## src/rtl/dpram_arbiter_pkg.sv

```systemverilog
// Shared constants for the dual-port RAM arbiter and its round-robin sub-arbiters.
package dpram_arbiter_pkg;

    localparam int BYTE_LANES = 4;
    localparam int MAX_REQ    = 4;
    localparam int REQ_IDX_W  = $clog2(MAX_REQ);

endpackage

```

## src/rtl/rr_arbiter.sv

```systemverilog
// Round-robin arbiter: scans upward from the pointer and grants one requester.
// The pointer only advances when the caller accepts the grant.
module rr_arbiter
    import dpram_arbiter_pkg::*;
#(
    parameter int NUM_REQ = 2
) (
    input  logic                 clk_i,
    input  logic                 rst_i,
    input  logic [NUM_REQ-1:0]   req_i,
    input  logic                 accept_i,
    output logic [NUM_REQ-1:0]   grant_o,
    output logic                 valid_o,
    output logic [REQ_IDX_W-1:0] idx_o
);

    logic [REQ_IDX_W-1:0] ptr_q, ptr_d;

    always_comb begin
        int cand;
        cand    = 0;
        grant_o = '0;
        valid_o = 1'b0;
        idx_o   = '0;
        for (int k = 0; k < NUM_REQ; k++) begin
            cand = int'(ptr_q) + k;
            if (cand >= NUM_REQ) cand = cand - NUM_REQ;
            if (!valid_o && req_i[cand]) begin
                valid_o       = 1'b1;
                grant_o[cand] = 1'b1;
                idx_o         = REQ_IDX_W'(cand);
            end
        end
    end

    always_comb begin
        ptr_d = ptr_q;
        if (accept_i && valid_o) begin
            ptr_d = (int'(idx_o) == NUM_REQ - 1) ? '0 : idx_o + 1'b1;
        end
    end

    always_ff @(posedge clk_i) begin
        if (rst_i) ptr_q <= '0;
        else       ptr_q <= ptr_d;
    end

endmodule

```

## src/rtl/dpram_arbiter.sv

```systemverilog
// Shares one dual-port RAM between NUM_REQ requesters: independent read/write
// round-robin arbitration, same-address hazard stalls and read-response routing.
module dpram_arbiter
    import dpram_arbiter_pkg::*;
#(
    parameter int NUM_REQ    = 2,
    parameter int ADDR_WIDTH = 9,
    parameter int WORD_WIDTH = 32,
    parameter int CNT_WIDTH  = 16
) (
    input  logic                             clk_i,
    input  logic                             rst_i,
    input  logic [NUM_REQ-1:0]               req_valid_i,
    output logic [NUM_REQ-1:0]               req_ready_o,
    input  logic [NUM_REQ-1:0]               req_we_i,
    input  logic [NUM_REQ*ADDR_WIDTH-1:0]    req_addr_i,
    input  logic [NUM_REQ*WORD_WIDTH-1:0]    req_wdata_i,
    input  logic [NUM_REQ*BYTE_LANES-1:0]    req_bytemask_i,
    output logic [NUM_REQ-1:0]               rsp_valid_o,
    output logic [WORD_WIDTH-1:0]            rsp_rdata_o,
    output logic                             ram_rclke_o,
    output logic                             ram_re_o,
    output logic [ADDR_WIDTH-1:0]            ram_raddr_o,
    output logic                             ram_wclke_o,
    output logic                             ram_we_o,
    output logic [ADDR_WIDTH-1:0]            ram_waddr_o,
    output logic [WORD_WIDTH-1:0]            ram_wdata_o,
    output logic [BYTE_LANES-1:0]            ram_wbytemask_o,
    input  logic [WORD_WIDTH-1:0]            ram_rdata_i,
    output logic [CNT_WIDTH-1:0]             stall_cnt_o
);

    logic [NUM_REQ-1:0]    rd_cand, wr_cand;
    logic [NUM_REQ-1:0]    rd_grant, wr_grant;
    logic                  rd_found, wr_found;
    logic [REQ_IDX_W-1:0]  rd_idx, wr_idx;
    logic                  rd_take, wr_take, hazard;
    logic [ADDR_WIDTH-1:0] raddr, waddr;
    logic [WORD_WIDTH-1:0] wdata;
    logic [BYTE_LANES-1:0] wmask;

    logic                  rsp_pend_q;
    logic [REQ_IDX_W-1:0]  rd_id_q;
    logic                  hazard_q;
    logic [ADDR_WIDTH-1:0] hazard_addr_q;
    logic [CNT_WIDTH-1:0]  stall_cnt_q;

    // Writes to the address a read just stalled on sit out one cycle so the read wins.
    always_comb begin
        rd_cand = '0;
        wr_cand = '0;
        for (int i = 0; i < NUM_REQ; i++) begin
            rd_cand[i] = req_valid_i[i] && !req_we_i[i];
            wr_cand[i] = req_valid_i[i] && req_we_i[i] &&
                         !(hazard_q && (req_addr_i[i*ADDR_WIDTH +: ADDR_WIDTH] == hazard_addr_q));
        end
    end

    rr_arbiter #(.NUM_REQ(NUM_REQ)) u_rd_arb (
        .clk_i    (clk_i),
        .rst_i    (rst_i),
        .req_i    (rd_cand),
        .accept_i (rd_take),
        .grant_o  (rd_grant),
        .valid_o  (rd_found),
        .idx_o    (rd_idx)
    );

    rr_arbiter #(.NUM_REQ(NUM_REQ)) u_wr_arb (
        .clk_i    (clk_i),
        .rst_i    (rst_i),
        .req_i    (wr_cand),
        .accept_i (wr_take),
        .grant_o  (wr_grant),
        .valid_o  (wr_found),
        .idx_o    (wr_idx)
    );

    always_comb begin
        raddr = '0;
        waddr = '0;
        wdata = '0;
        wmask = '0;
        for (int i = 0; i < NUM_REQ; i++) begin
            if (rd_grant[i]) raddr = req_addr_i[i*ADDR_WIDTH +: ADDR_WIDTH];
            if (wr_grant[i]) begin
                waddr = req_addr_i[i*ADDR_WIDTH +: ADDR_WIDTH];
                wdata = req_wdata_i[i*WORD_WIDTH +: WORD_WIDTH];
                wmask = req_bytemask_i[i*BYTE_LANES +: BYTE_LANES];
            end
        end
    end

    assign hazard  = rd_found && wr_found && (raddr == waddr) && (wmask != '0) && !rst_i;
    assign rd_take = rd_found && !hazard && !rst_i;
    assign wr_take = wr_found && !rst_i;

    assign req_ready_o = (rd_take ? rd_grant : '0) | (wr_take ? wr_grant : '0);

    assign ram_re_o        = rd_take;
    assign ram_rclke_o     = rd_take;
    assign ram_raddr_o     = raddr;
    assign ram_we_o        = wr_take;
    assign ram_wclke_o     = wr_take;
    assign ram_waddr_o     = waddr;
    assign ram_wdata_o     = wdata;
    assign ram_wbytemask_o = wmask;

    always_ff @(posedge clk_i) begin
        if (rst_i) begin
            rsp_pend_q    <= 1'b0;
            rd_id_q       <= '0;
            hazard_q      <= 1'b0;
            hazard_addr_q <= '0;
            stall_cnt_q   <= '0;
        end else begin
            rsp_pend_q <= rd_take;
            hazard_q   <= hazard;
            if (rd_take) rd_id_q <= rd_idx;
            if (hazard) begin
                hazard_addr_q <= raddr;
                if (stall_cnt_q != '1) stall_cnt_q <= stall_cnt_q + 1'b1;
            end
        end
    end

    always_comb begin
        rsp_valid_o = '0;
        if (rsp_pend_q) rsp_valid_o[rd_id_q] = 1'b1;
    end

    assign rsp_rdata_o = ram_rdata_i;
    assign stall_cnt_o = stall_cnt_q;

endmodule
```

## config.mk

```make
export PLATFORM = sky130hd
export DESIGN_NAME = dpram_arbiter
export DESIGN_NICKNAME = d
export VERILOG_FILES = /design/src/rtl/dpram_arbiter_pkg.sv /design/src/rtl/rr_arbiter.sv /design/src/rtl/dpram_arbiter.sv
export SDC_FILE = /design/constraint.sdc
export NUM_CORES = 1
export LEC_CHECK = 0
export ABC_CLOCK_PERIOD_IN_PS = 11100
export CORE_ASPECT_RATIO = 1.5
export CORE_MARGIN = 3
export CORE_UTILIZATION = 36
export DETAILED_ROUTE_END_ITERATION = 8
export GPL_ROUTABILITY_DRIVEN = 0
export PLACE_DENSITY_LB_ADDON = 0.1
export SYNTH_ARGS = -nofsm -noshare
export SYNTH_HDL_FRONTEND = slang
export SYNTH_SLANG_ARGS = --single-unit
```

## constraint.sdc

```tcl
create_clock -name clk_i -period 11.1 [get_ports clk_i]
set_input_delay 1.665 -clock clk_i [delete_from_list [all_inputs] [get_ports clk_i]]
set_output_delay 1.665 -clock clk_i [all_outputs]
set_load 0.02 [all_outputs]
```

* Word level (Yosys, flattened, before mapping)
Cells that the tools add are included.
** Word-level totals
- Flip-flop bits (word level) :: 33
- Bits of input ports :: 128
** Cells by class
- Equal/unequal tests :: 6
- Reductions and logical operators :: 34
- $add $sub $neg :: 9
- Multiplexer cells :: 51
- $lt $le $gt $ge :: 14
- Bitwise logic cells :: 3
** Operators by type and width (count)
- $mux 32 :: 6
- $ge 32x1->1 const B :: 4
- $lt 32x3->1 const B :: 4
- $ge 32x3->1 const B :: 2
- $sub 32x3->32 const B :: 2
- $mux 9 :: 4
- $eq 9x9->1 :: 3
- $mux 2 :: 13
- $logic_and 1x1->1 :: 24
- $mux 1 :: 21
- $add 16x1->16 const B :: 1
- $ne 16x16->1 const B :: 1
- $logic_not 1->1 :: 8
- $mux 4 :: 2
- $add 2x1->3 const B :: 2
- $or 2x2->2 :: 3
- $sub 2x2->3 const B :: 2
- $demux 1 s1 :: 5
- $add 2x1->2 const B :: 2
- $eq 2x2->1 const B :: 2
- $ge 2x2->1 const B :: 2
- $reduce_bool 4->1 :: 1
- $ge 2x1->1 const B :: 1
- $lt 2x2->1 const B :: 1
- $reduce_and 2->1 :: 1

* Depth between registers and ports, before layout
- Word-level depth :: 22
- Depth in mapped cells :: 13
- Gate-level depth less buffers :: 10

* Cells and area by module
A second synthesis with hierarchy kept.
** Second synthesis, totals
- Cells, all modules :: 444
- Area, all modules :: 3308.2 µm²
** Modules (own cells, without submodules)
- dpram_arbiter :: cells an instance 416, area each 3054.2 µm², seq. area each 580.6 µm², instances 1
- rr_arbiter (u_rd_arb) :: cells an instance 14, area each 127.6 µm², seq. area each 40.0 µm², instances 1
- rr_arbiter (u_wr_arb) :: cells an instance 14, area each 126.4 µm², seq. area each 40.0 µm², instances 1

* Worst setup path before layout
OpenSTA, ideal clock, no wires.
- Kind :: in2out
- From :: input req_addr_i[14]
- To :: output req_ready_o[0]
- Slack :: 5209 ps
- Data required time :: 9435 ps
- Data arrival time :: 4226 ps
- Cell stages on the path :: 12
- Buffers on the path :: 3
- Cell sequence :: xor2_1 nor4_4 and4b_1 buf_6 o211ai_1 and3_1 or4_4 or2_1 clkbuf_1 clkbuf_1 o21ai_0 a21oi_1
** Between the ends
- Longest elaborated chain between the ends :: 22
** RTL lines
- from (decl) :: RTL line dpram_arbiter.sv:16 : input logic [NUM_REQ*ADDR_WIDTH-1:0] req_addr_i,
- $eq 9x9->1 :: RTL line dpram_arbiter.sv:55 : !(hazard_q && (req_addr_i[i*ADDR_WIDTH +: ADDR_WIDTH] == hazard_addr_q));
- $logic_and 1x1->1 :: RTL line dpram_arbiter.sv:55
- $logic_not 1->1 :: RTL line dpram_arbiter.sv:55
- $logic_and 1x1->1 :: RTL line dpram_arbiter.sv:54 : wr_cand[i] = req_valid_i[i] && req_we_i[i] &&
- $mux 1 (not written as such) (3 in a row) :: RTL line rr_arbiter.sv:28 : if (!valid_o && req_i[cand]) begin
- $mux 1 :: RTL line rr_arbiter.sv:28
- $logic_not 1->1 :: RTL line rr_arbiter.sv:28
- $logic_and 1x1->1 :: RTL line rr_arbiter.sv:28
- $mux 2 :: RTL line rr_arbiter.sv:28
- $mux 9 (2 in a row) :: RTL line dpram_arbiter.sv:86 : if (wr_grant[i]) begin
- $eq 9x9->1 :: RTL line dpram_arbiter.sv:94 : assign hazard = rd_found && wr_found && (raddr == waddr) && (wmask != '0) && !rst_i;
- $logic_and 1x1->1 (3 in a row) :: RTL line dpram_arbiter.sv:94
- $logic_not 1->1 :: RTL line dpram_arbiter.sv:95 : assign rd_take = rd_found && !hazard && !rst_i;
- $logic_and 1x1->1 (2 in a row) :: RTL line dpram_arbiter.sv:95
- $mux 2 :: RTL line dpram_arbiter.sv:98 : assign req_ready_o = (rd_take ? rd_grant : '0) | (wr_take ? wr_grant : '0);
- $or 2x2->2 * :: RTL line dpram_arbiter.sv:98
- to (decl) :: RTL line dpram_arbiter.sv:14 : output logic [NUM_REQ-1:0] req_ready_o,
Mark *: on every way between the ends. The rest lies on a longest branch, timed or not. The select of a mux whose other input is x is not followed.

* Worst setup path after layout
- From :: input req_addr_i[7]
- To :: output req_ready_o[0]
Same word-level chain as after synthesis.

==> metrics.txt <==
status=finished, final reports clean; Clk pwr share=38.1%; core area=0.00806 sq mm; minimum clock period=7.86 ns; Post-synth EDFFs=0; Post-synth top flop=dfxtp_1; CP required=9.44 ns; root buf cell=clkbuf_16; Syn Inst Count=367; post-synth cell types=56; total track usage=24.9%; yosys warns=0; Seq/Total Area, Yosys=22.1%; RR Endpoint=hazard_addr_q[5]; most common cell in the netlist=a22o_1; grt ovf=0; switching fraction of total power=29.3%; Post-synth top cells=a22o_1 (41), buf_4 (34), dfxtp_1 (33); Reg power frac=27.8%; final setup TNS=0 ns; met2 WL=6340 um; Final Hold Vio Count=0; post-DP HPWL=9500 um; first-pass GRT wire length=18300 um; std cell rows=40; first-pass iteration count of the detailed router=4; internal power=309 uW; Clock Path Buffers=2; met3 routed WL=1400 um; Area Growth Syn to Fin=56.1%; DIE HEIGHT=118 um; ys async rst share=0%; die width=80.3 um; PortBufs=173; Max-Slew Margin vs Limit=38.0%; met1 WL=4020 um; via count=3418; Initial Utilization=37.0%; Leak Pwr=0.00174 uW; I/O pin count=238; MaxCap Viol Count=0; Synth area leaders=dfxtp_1 (22%), a22o_1 (12%), buf_4 (8.6%); Synth top area share=22.1%; Routed WL=12000 um; Least-Margin Pin Slew=0.928 ns; power per cell area=93.8 mW/mm^2; dpl cell area=0.00449 sq mm; Inst Count DP=589; Setup Crit Path Kind=primary input to output pin; TritonCTS clock tree=done; biggest area consumer among synthesized cells=dfxtp_1; reg2reg path depth=11; cts bufs inserted=5; FF-to-FF Start=hazard_addr_q[7]; vias in the first global route=3470; worst reg-to-reg setup slack=6.23 ns; largest net degree at the start of global routing=41; post-route ant nets=0; Max VDD drop=63.8 uV; RSZ-0062 raised after global routing=false; Post-CTS Setup Inserts=0; CP startpoint=req_addr_i[7]; Diodes inserted=0; drt via density=5.73; Final Non-Filler Cells=597; CTS clk-pin slew, worst paths=0.06 ns; syn nets=496; clock skew=0.00393 ns; Starting DRT DRC Count=257; Syn Std Cell Area=0.00298 sq mm; crit path max fanout=40; Final setup viols=0; Final Instance Area=0.00466 sq mm; WL/cell=20.1 um; clock sink total=33; post-CTS sizing=0; Max Slew Vio Count=0; crit share post-route=70.8%; Filler cells=750; worst setup path end=req_ready_o[0]; Yosys reg bits=33; H-tree levels=2; Comb power frac=34.1%; syn avg cell area=8.13 sq um; Post-CTS Hold Buffers=0; layout cell share with drive strength beyond 1=5.89%; Tightest Hold Check Type=flip-flop to flip-flop; fin nets=620; Achievable Freq=127 MHz; Critical Path AT=6.19 ns; initial antenna violation count=0; CP Capture Type=output pin; net switching power=128 uW; Die ar.=0.00944 sq mm; critical path startpoint category=primary input; DRC viols=0; worst skew pair latency=0.28 ns; Top Layer Used=met4
[metal layers]
layer | GRT usage [%] | vias to the layer above
met2 | 45.3 | 191
met1 | 25.6 | 1592
met5 | 0 | -
li1 | - | 1611
met3 | 9.49 | 24
met4 | 7.51 | 0
[placed cells by master, fill, tap and decap left out, types with 6 or more instances in the layout]
cell             count
a211oi_1             6
a21oi_1             25
a22o_1              41
a22oi_1              7
and3_1              18
clkdlybuf4s50_1    173
dfxtp_1             33
inv_1                9
mux2_2               7
nand2_1             18
nand3_1              9
nand4_1              7
nor2_1              13
nor2b_1              9
o211ai_1            15
or4_1                6
xnor2_1             12
xor2_1               8
[worst min path at each step]
stage / depth (start not counted) / to / from / slack [ns]
5_1_grt: 2 / stall_cnt_o[5] / stall_cnt_o[5] / 0.52
2_1_floorplan: 1 / u_rd_arb.ptr_q[1] / u_rd_arb.ptr_q[1] / 0.46
4_1_cts: 2 / stall_cnt_o[6] / stall_cnt_o[6] / 0.50
3_3_place_gp: 2 / stall_cnt_o[6] / stall_cnt_o[6] / 0.48
6_report: 2 / stall_cnt_o[6] / stall_cnt_o[6] / 0.50
3_5_place_dp: 1 / u_rd_arb.ptr_q[1] / u_rd_arb.ptr_q[1] / 0.49
[flip-flops by register name, summed over array words and instances, names as in the netlist]
signal / count
hazard_addr_q: 9
u_wr_arb.ptr_q: 2
stall_cnt_o: 16
rsp_pend_q: 1
u_rd_arb.ptr_q: 2
rd_id_q: 2
hazard_q: 1
[stage by stage]
step	worst slack (ns)	util [%]	power (uW)	hold slack, ns
3_5_place_dp	3.29	55.7	272	0.490
5_1_grt	2.88	57.8	451	0.522
2_1_floorplan	5.21	-	210	0.458
3_3_place_gp	3.38	55.7	272	0.477
6_report	3.24	57.8	437	0.496
4_1_cts	3.28	57.8	439	0.500
[power groups by stage]
stage	Clock [uW]	Combinational [uW]	Sequential, uW
floorplan	0	86.9	123
global placement	0	148	124
detailed placement	0	148	124
CTS	168	149	122
global route	171	159	122
finish	166	149	122
[worst max-delay path, cell delays in order]
cell and delay, ns:
clkdlybuf4s50_1 0.48, xnor2_1 0.24, nand4_1 0.24, o311ai_4 0.56
o21a_1 0.17, buf_4 0.35, a22oi_1 0.16, nor4b_1 0.38
nand4_1 0.79, o21ai_0 0.45, a21oi_1 0.12, clkdlybuf4s50_1 0.56
[layout make-up]
| class | count | area, sq um | share of cell area (%) |
|---|---|---|---|
| clock inverter | 1 | 30.0 | 0.644 |
| timing repair buffer | 178 | 1770 | 38.0 |
| sequential | 33 | 661 | 14.2 |
| multi-input combinational | 263 | 1890 | 40.5 |
| clock buffer | 7 | 143 | 3.06 |
| tap | 105 | 131 | 2.82 |
| inverter | 10 | 37.5 | 0.806 |
[logic make-up (layout without fill, tap and decap cells)]
kind of cell	Yosys count	after routing	share of synthesized area, %
muxes	7	7	2.64
DFF	33	33	22.1
adders and majority gates	1	1	0.419
xor gates and xnor gates	20	20	5.87
and+or+nand+nor	108	108	21.7
AOI/OAI and AO/OA	127	127	32.7
buffers and inverters	71	196	14.6
Note: power is estimated with default switching activity, not from simulation.
==> patch 1: new RTL, same flow settings <==
`ADDR_WIDTH`: 9 -> 10.
--- a/src/rtl/dpram_arbiter.sv
+++ b/src/rtl/dpram_arbiter.sv
@@ -4,7 +4,7 @@
     import dpram_arbiter_pkg::*;
 #(
     parameter int NUM_REQ    = 2,
-    parameter int ADDR_WIDTH = 9,
+    parameter int ADDR_WIDTH = 10,
     parameter int WORD_WIDTH = 32,
     parameter int CNT_WIDTH  = 16
 ) (
Interface: changed (resized ram_raddr_o, ram_waddr_o and req_addr_i); port bits go from 238 to 242. No check against the original RTL was run, so the function may have changed too.
==> patch 1 against the unedited design <==
  * Total power rose by 1.9%
  * Utilization increased by 0.079 points
  * Global-route usage increased by 0.22 points
  * Wire length rose by 11%
  * Die area is 6.8% higher
  * Critical endpoint is now ram_rclke_o
  * Design area increased by 5.8%
  * Non-clock buffer count grew 2
  * Via count grew 9.2%
  * Setup slack improved by 0.20 ns
  * Area after synthesis rose by 7.2%
  * Sequential cell count grew 1
  * Register-to-register slack gained 0.72 ns
  * Fmax is 2.7% higher
==> patch 1: results (changes against the unedited design) <==
\begin{tabular}{lr}
\hline
Metric & Value \\
\hline
\multicolumn{2}{l}{\textbf{Routing}} \\
\quad Final Routed Wirelength & 13.3 mm (+11\%) \\
\quad Count of TritonRoute iterations in the first routing pass & 5 (+1) \\
\multicolumn{2}{l}{\textbf{Synth}} \\
\quad Part of the Yosys area used for sequential elements & 21.3\% (-0.86 points) \\
\quad Post-synthesis adder-cell area fraction & 0.391\% (-0.028 points) \\
\quad Xor-xnor portion of the synthesized cell area & 5.75\% (-0.12 points) \\
\quad Compound-cell area share of the yosys netlist & 30.2\% (-2.5 points) \\
\quad Most used standard cells in the synthesized netlist & sky130\_fd\_sc\_hd\_\_a22o\_1, sky130\_fd\_sc\_hd\_\_buf\_4, sky130\_fd\_sc\_hd\_\_dfxtp\_1 \\
\quad Distinct cell type count after synthesis & 66 (+18\%) \\
\multicolumn{2}{l}{\textbf{Final layout}} \\
\quad \# clk buffers & 5 (-2) \\
\quad Nets@finish & 657 (+6.0\%) \\
\quad Proportion of final cell area spent on non-clock buffers & 36.4\% (-1.6 points) \\
\quad Flip-flop and latch area & 681 um2 (+3.0\%) \\
\quad Fraction of area in multi-input gates & 42.0\% (+1.4 points) \\
\multicolumn{2}{l}{\textbf{Power and ir drop}} \\
\quad Logic gate share of total power & 35.5\% (+1.4 points) \\
\quad Reported leakage power & 1.79 nW (+2.5\%) \\
\quad Peak VDD IR & 0.0000584 V (-8.4\%) \\
\multicolumn{2}{l}{\textbf{Worst setup path}} \\
\quad Maximum fanout count along the critical path & 21 (-48\%) \\
\quad Source of the critical timing path & req\_addr\_i[9] \\
\multicolumn{2}{l}{\textbf{Placed design}} \\
\quad DP Wirelength & 10.6 mm (+11\%) \\
\multicolumn{2}{l}{\textbf{Global route}} \\
\quad Pin count of the biggest net entering global routing & 42 (+2.4\%) \\
\quad Met2 global-route usage & 42.6\% (-2.8 points) \\
\quad Vias in the first global route & 3601 (+3.8\%) \\
\quad Met1 Track Usage GR & 28.5\% (+2.9 points) \\
\quad Global-route wire length before repair & 20.4 mm (+12\%) \\
\quad Total Routing Usage GR & 25.1\% (+0.22 points) \\
\multicolumn{2}{l}{\textbf{STA}} \\
\quad Final-layout worst hold slack & 0.479 ns (-0.0170 ns) \\
\multicolumn{2}{l}{\textbf{Status}} \\
\quad Result of the run & finished, final reports clean \\
\hline
\end{tabular}
[patch 1: cells by family (layout without fill, tap and decap cells)]
logic type / Yosys count / in the layout
and+or+nand+nor: 125 / 125
AOI/OAI and AO/OA: 120 / 120
buffers and inverters: 80 / 210
DFF: 34 / 34
xor gates and xnor gates: 21 / 21
muxes: 16 / 16
adders and majority gates: 1 / 1
[patch 1: worst paths after layout]
| path | end | cells after the start |
|---|---|---|
| min | u_wr_arb.ptr_q[1] | 2 |
| max reg2reg | stall_cnt_o[13] | 9 |
| max | ram_rclke_o | 10 |
| min reg2reg | u_wr_arb.ptr_q[1] | 2 |
[patch 1: per-stage QoR]
stage / util (%) / instance area (um2) / power, mW / cells
after global placement: 55.9 / 4760 / 0.283 / 626
after CTS: 57.9 / 4930 / 0.446 / 634
after detailed placement: 55.9 / 4760 / 0.284 / 626
after global routing: 57.9 / 4930 / 0.461 / 634
after floorplan: - / 3200 / 0.217 / 397
final: 57.9 / 4930 / 0.445 / 634
[patch 1: metal layers]
metal  up-vias  part of all wire, %
met1      1732                   37
met3        56                  9.0
li1       1716                    -
met2       230                   50
met4         0                  4.6
met5         -                    0
[patch 1: critical path, cell delays in order]
cell                              delay, ns
sky130_fd_sc_hd__clkdlybuf4s50_1       0.48
sky130_fd_sc_hd__xnor2_1               0.24
sky130_fd_sc_hd__nand4_1               0.25
sky130_fd_sc_hd__o31ai_4               0.43
sky130_fd_sc_hd__o21ai_1               0.40
sky130_fd_sc_hd__o221a_1               0.45
sky130_fd_sc_hd__a2111oi_0             0.37
sky130_fd_sc_hd__and4b_1               0.96
sky130_fd_sc_hd__nor3_1                0.15
sky130_fd_sc_hd__clkdlybuf4s50_1       0.59
==> patch 2: new RTL, config.mk and constraints unchanged <==
Made on the original files. Register the output `stall_cnt_o` once more, with the module's reset; this adds one clock of latency there. The other outputs are not delayed to match.
--- a/src/rtl/dpram_arbiter.sv
+++ b/src/rtl/dpram_arbiter.sv
@@ -130,6 +130,12 @@
     end
 
     assign rsp_rdata_o = ram_rdata_i;
-    assign stall_cnt_o = stall_cnt_q;
+    always_ff @(posedge clk_i) begin
+        if (rst_i) begin
+            stall_cnt_o <= '0;
+        end else begin
+            stall_cnt_o <= stall_cnt_q;
+        end
+    end
 
 endmodule
Behaviour: not the same (Yosys sat finds a counterexample within 4 cycles, from zero or initial values and one cycle with rst_i high).
==> patch 2 against the unedited design <==
  * Utilization decreased by 0.86 points
  * Sequential cell count increased by 16
  * Total power is 20% higher
  * Design area is 10% higher
  * Setup slack improved by 0.34 ns
  * Wire length is 4.5% lower
  * Area after synthesis rose by 14%
==> patch 2: results (changes against the unedited design) <==
\begin{tabular}{lr}
\hline
Metric & Value \\
\hline
\multicolumn{2}{l}{\textbf{Routing}} \\
\quad Average via count per standard cell & 5.64 (-1.4\%) \\
\quad Number of design-rule violations left by the first detailed-router iteration & 263 (+2.3\%) \\
\quad Final Routed Wirelength & 11.4 mm (-4.5\%) \\
\multicolumn{2}{l}{\textbf{Worst setup path}} \\
\quad Worst r2r path cells & 10 (-1) \\
\quad Critical R2R Capture & stall\_cnt\_q[3] \\
\quad Maximum fanout count along the critical path & 18 (-55\%) \\
\quad Arrival time at the worst endpoint & 5.86 ns (-0.33 ns) \\
\quad Slack of the worst reg-to-reg path & 7.31 ns (+1.08 ns) \\
\quad Source of the critical timing path & req\_valid\_i[0] \\
\multicolumn{2}{l}{\textbf{STA}} \\
\quad Worst clock skew on the final layout & 0.00636 ns (+0.00244 ns) \\
\quad Number of failing setup endpoints in the final timing report & 0 (unchanged) \\
\quad Relative slew margins & 34.1\% (-3.8 points) \\
\multicolumn{2}{l}{\textbf{Synth}} \\
\quad Most used standard cells in the synthesized netlist & sky130\_fd\_sc\_hd\_\_dfxtp\_1, sky130\_fd\_sc\_hd\_\_a22o\_1, sky130\_fd\_sc\_hd\_\_buf\_4 \\
\quad Distinct cell type count after synthesis & 55 (-1.8\%) \\
\quad Total nets after synthesis & 519 (+4.6\%) \\
\quad Part of the Yosys area used for sequential elements & 28.7\% (+6.6 points) \\
\multicolumn{2}{l}{\textbf{Final layout}} \\
\quad Nets@finish & 645 (+4.0\%) \\
\quad Share of post-route cells with drive strength above 1 & 7.54\% (+1.6 points) \\
\multicolumn{2}{l}{\textbf{Placed design}} \\
\quad DP Wirelength & 9.14 mm (-3.9\%) \\
\multicolumn{2}{l}{\textbf{Power and ir drop}} \\
\quad Peak VDD IR & 0.0000915 V (+43\%) \\
\quad Reported leakage power & 2.03 nW (+16\%) \\
\multicolumn{2}{l}{\textbf{Global route}} \\
\quad Pin count of the biggest net entering global routing & 42 (+2.4\%) \\
\quad Vias in the first global route & 3546 (+2.2\%) \\
\multicolumn{2}{l}{\textbf{Min path}} \\
\quad Startpoint of the tightest hold check path & u\_rd\_arb.ptr\_q[1] \\
\quad Hold Path End & u\_rd\_arb.ptr\_q[1] \\
\multicolumn{2}{l}{\textbf{Status}} \\
\quad Result of the run & finished, final reports clean \\
\hline
\end{tabular}
[patch 2: cell types whose count changed after synthesis, moves of 8 or more]
cell,unedited run,this run
sky130_fd_sc_hd__dfxtp_1,33,49
sky130_fd_sc_hd__xnor2_1,12,20
sky130_fd_sc_hd__a21oi_1,25,11
sky130_fd_sc_hd__xor2_1,8,0
sky130_fd_sc_hd__nor2b_1,9,17
[patch 2: layout make-up]
cell class	instances	area, um2
clock inverters	3	68.8
clock buffers	5	125
flip-flops and latches	49	981
multi-input cells	272	2040
repair buffers	176	1750
fillers	826	3890
well taps	110	138
inverters	12	45.0
[patch 2: cells by family (layout without fill, tap and decap cells)]
kind of cell	count (synthesis)	after routing	share of synthesized area [%]
AND/OR/NAND/NOR	127	127	22.6
flip-flops	49	49	28.7
adder cells (fa/ha/maj)	1	1	0.366
buffers and inverters	69	196	11.6
AO/OA/AOI/OAI	109	109	26.6
multiplexers	15	15	4.94
XOR/XNOR	20	20	5.13
[patch 2: worst max-delay path, cell delays in order]
cell and delay (ns):
sky130_fd_sc_hd__clkdlybuf4s50_1 0.53, sky130_fd_sc_hd__nor2b_1 0.22, sky130_fd_sc_hd__a21oi_1 0.80, sky130_fd_sc_hd__a22oi_1 0.34, sky130_fd_sc_hd__a21bo_2 0.28, sky130_fd_sc_hd__nand4b_1 0.17
sky130_fd_sc_hd__nand3b_2 0.51, sky130_fd_sc_hd__o21ai_0 0.43, sky130_fd_sc_hd__inv_1 0.15, sky130_fd_sc_hd__a22o_1 0.21, sky130_fd_sc_hd__clkdlybuf4s50_1 0.55
[patch 2: report_power, final]
part	switching (mW)	internal (mW)
combinational	0.0738	0.0776
sequential	0.00154	0.177
clock	0.0653	0.130
total	0.141	0.384
[patch 2: how the worst max path moves through the flow]
stage                     endpoint  slack (ns)  depth (start not counted)
finish              req_ready_o[0]        3.58                         11
global route        req_ready_o[0]        3.27                         12
CTS                 req_ready_o[0]        3.61                         13
detailed placement  req_ready_o[0]        3.63                         13
global placement    req_ready_o[0]        3.66                         13
floorplan           req_ready_o[0]        5.39                         11
[patch 2: metal layers]
metal | global-route usage, % | vias up | part of all wire, %
li1 | - | 1693 | -
met1 | 23.4 | 1658 | 38
met2 | 37.1 | 167 | 53
met3 | 4.74 | 20 | 7.3
met4 | 6.15 | 0 | 1.7
met5 | 0 | - | 0
[patch 2: metrics by stage]
step           worst slack (ns)  std cells
6_report                   3.58        627
5_1_grt                    3.27        627
4_1_cts                    3.61        627
3_5_place_dp               3.63        619
3_3_place_gp               3.66        619
2_1_floorplan              5.39        390
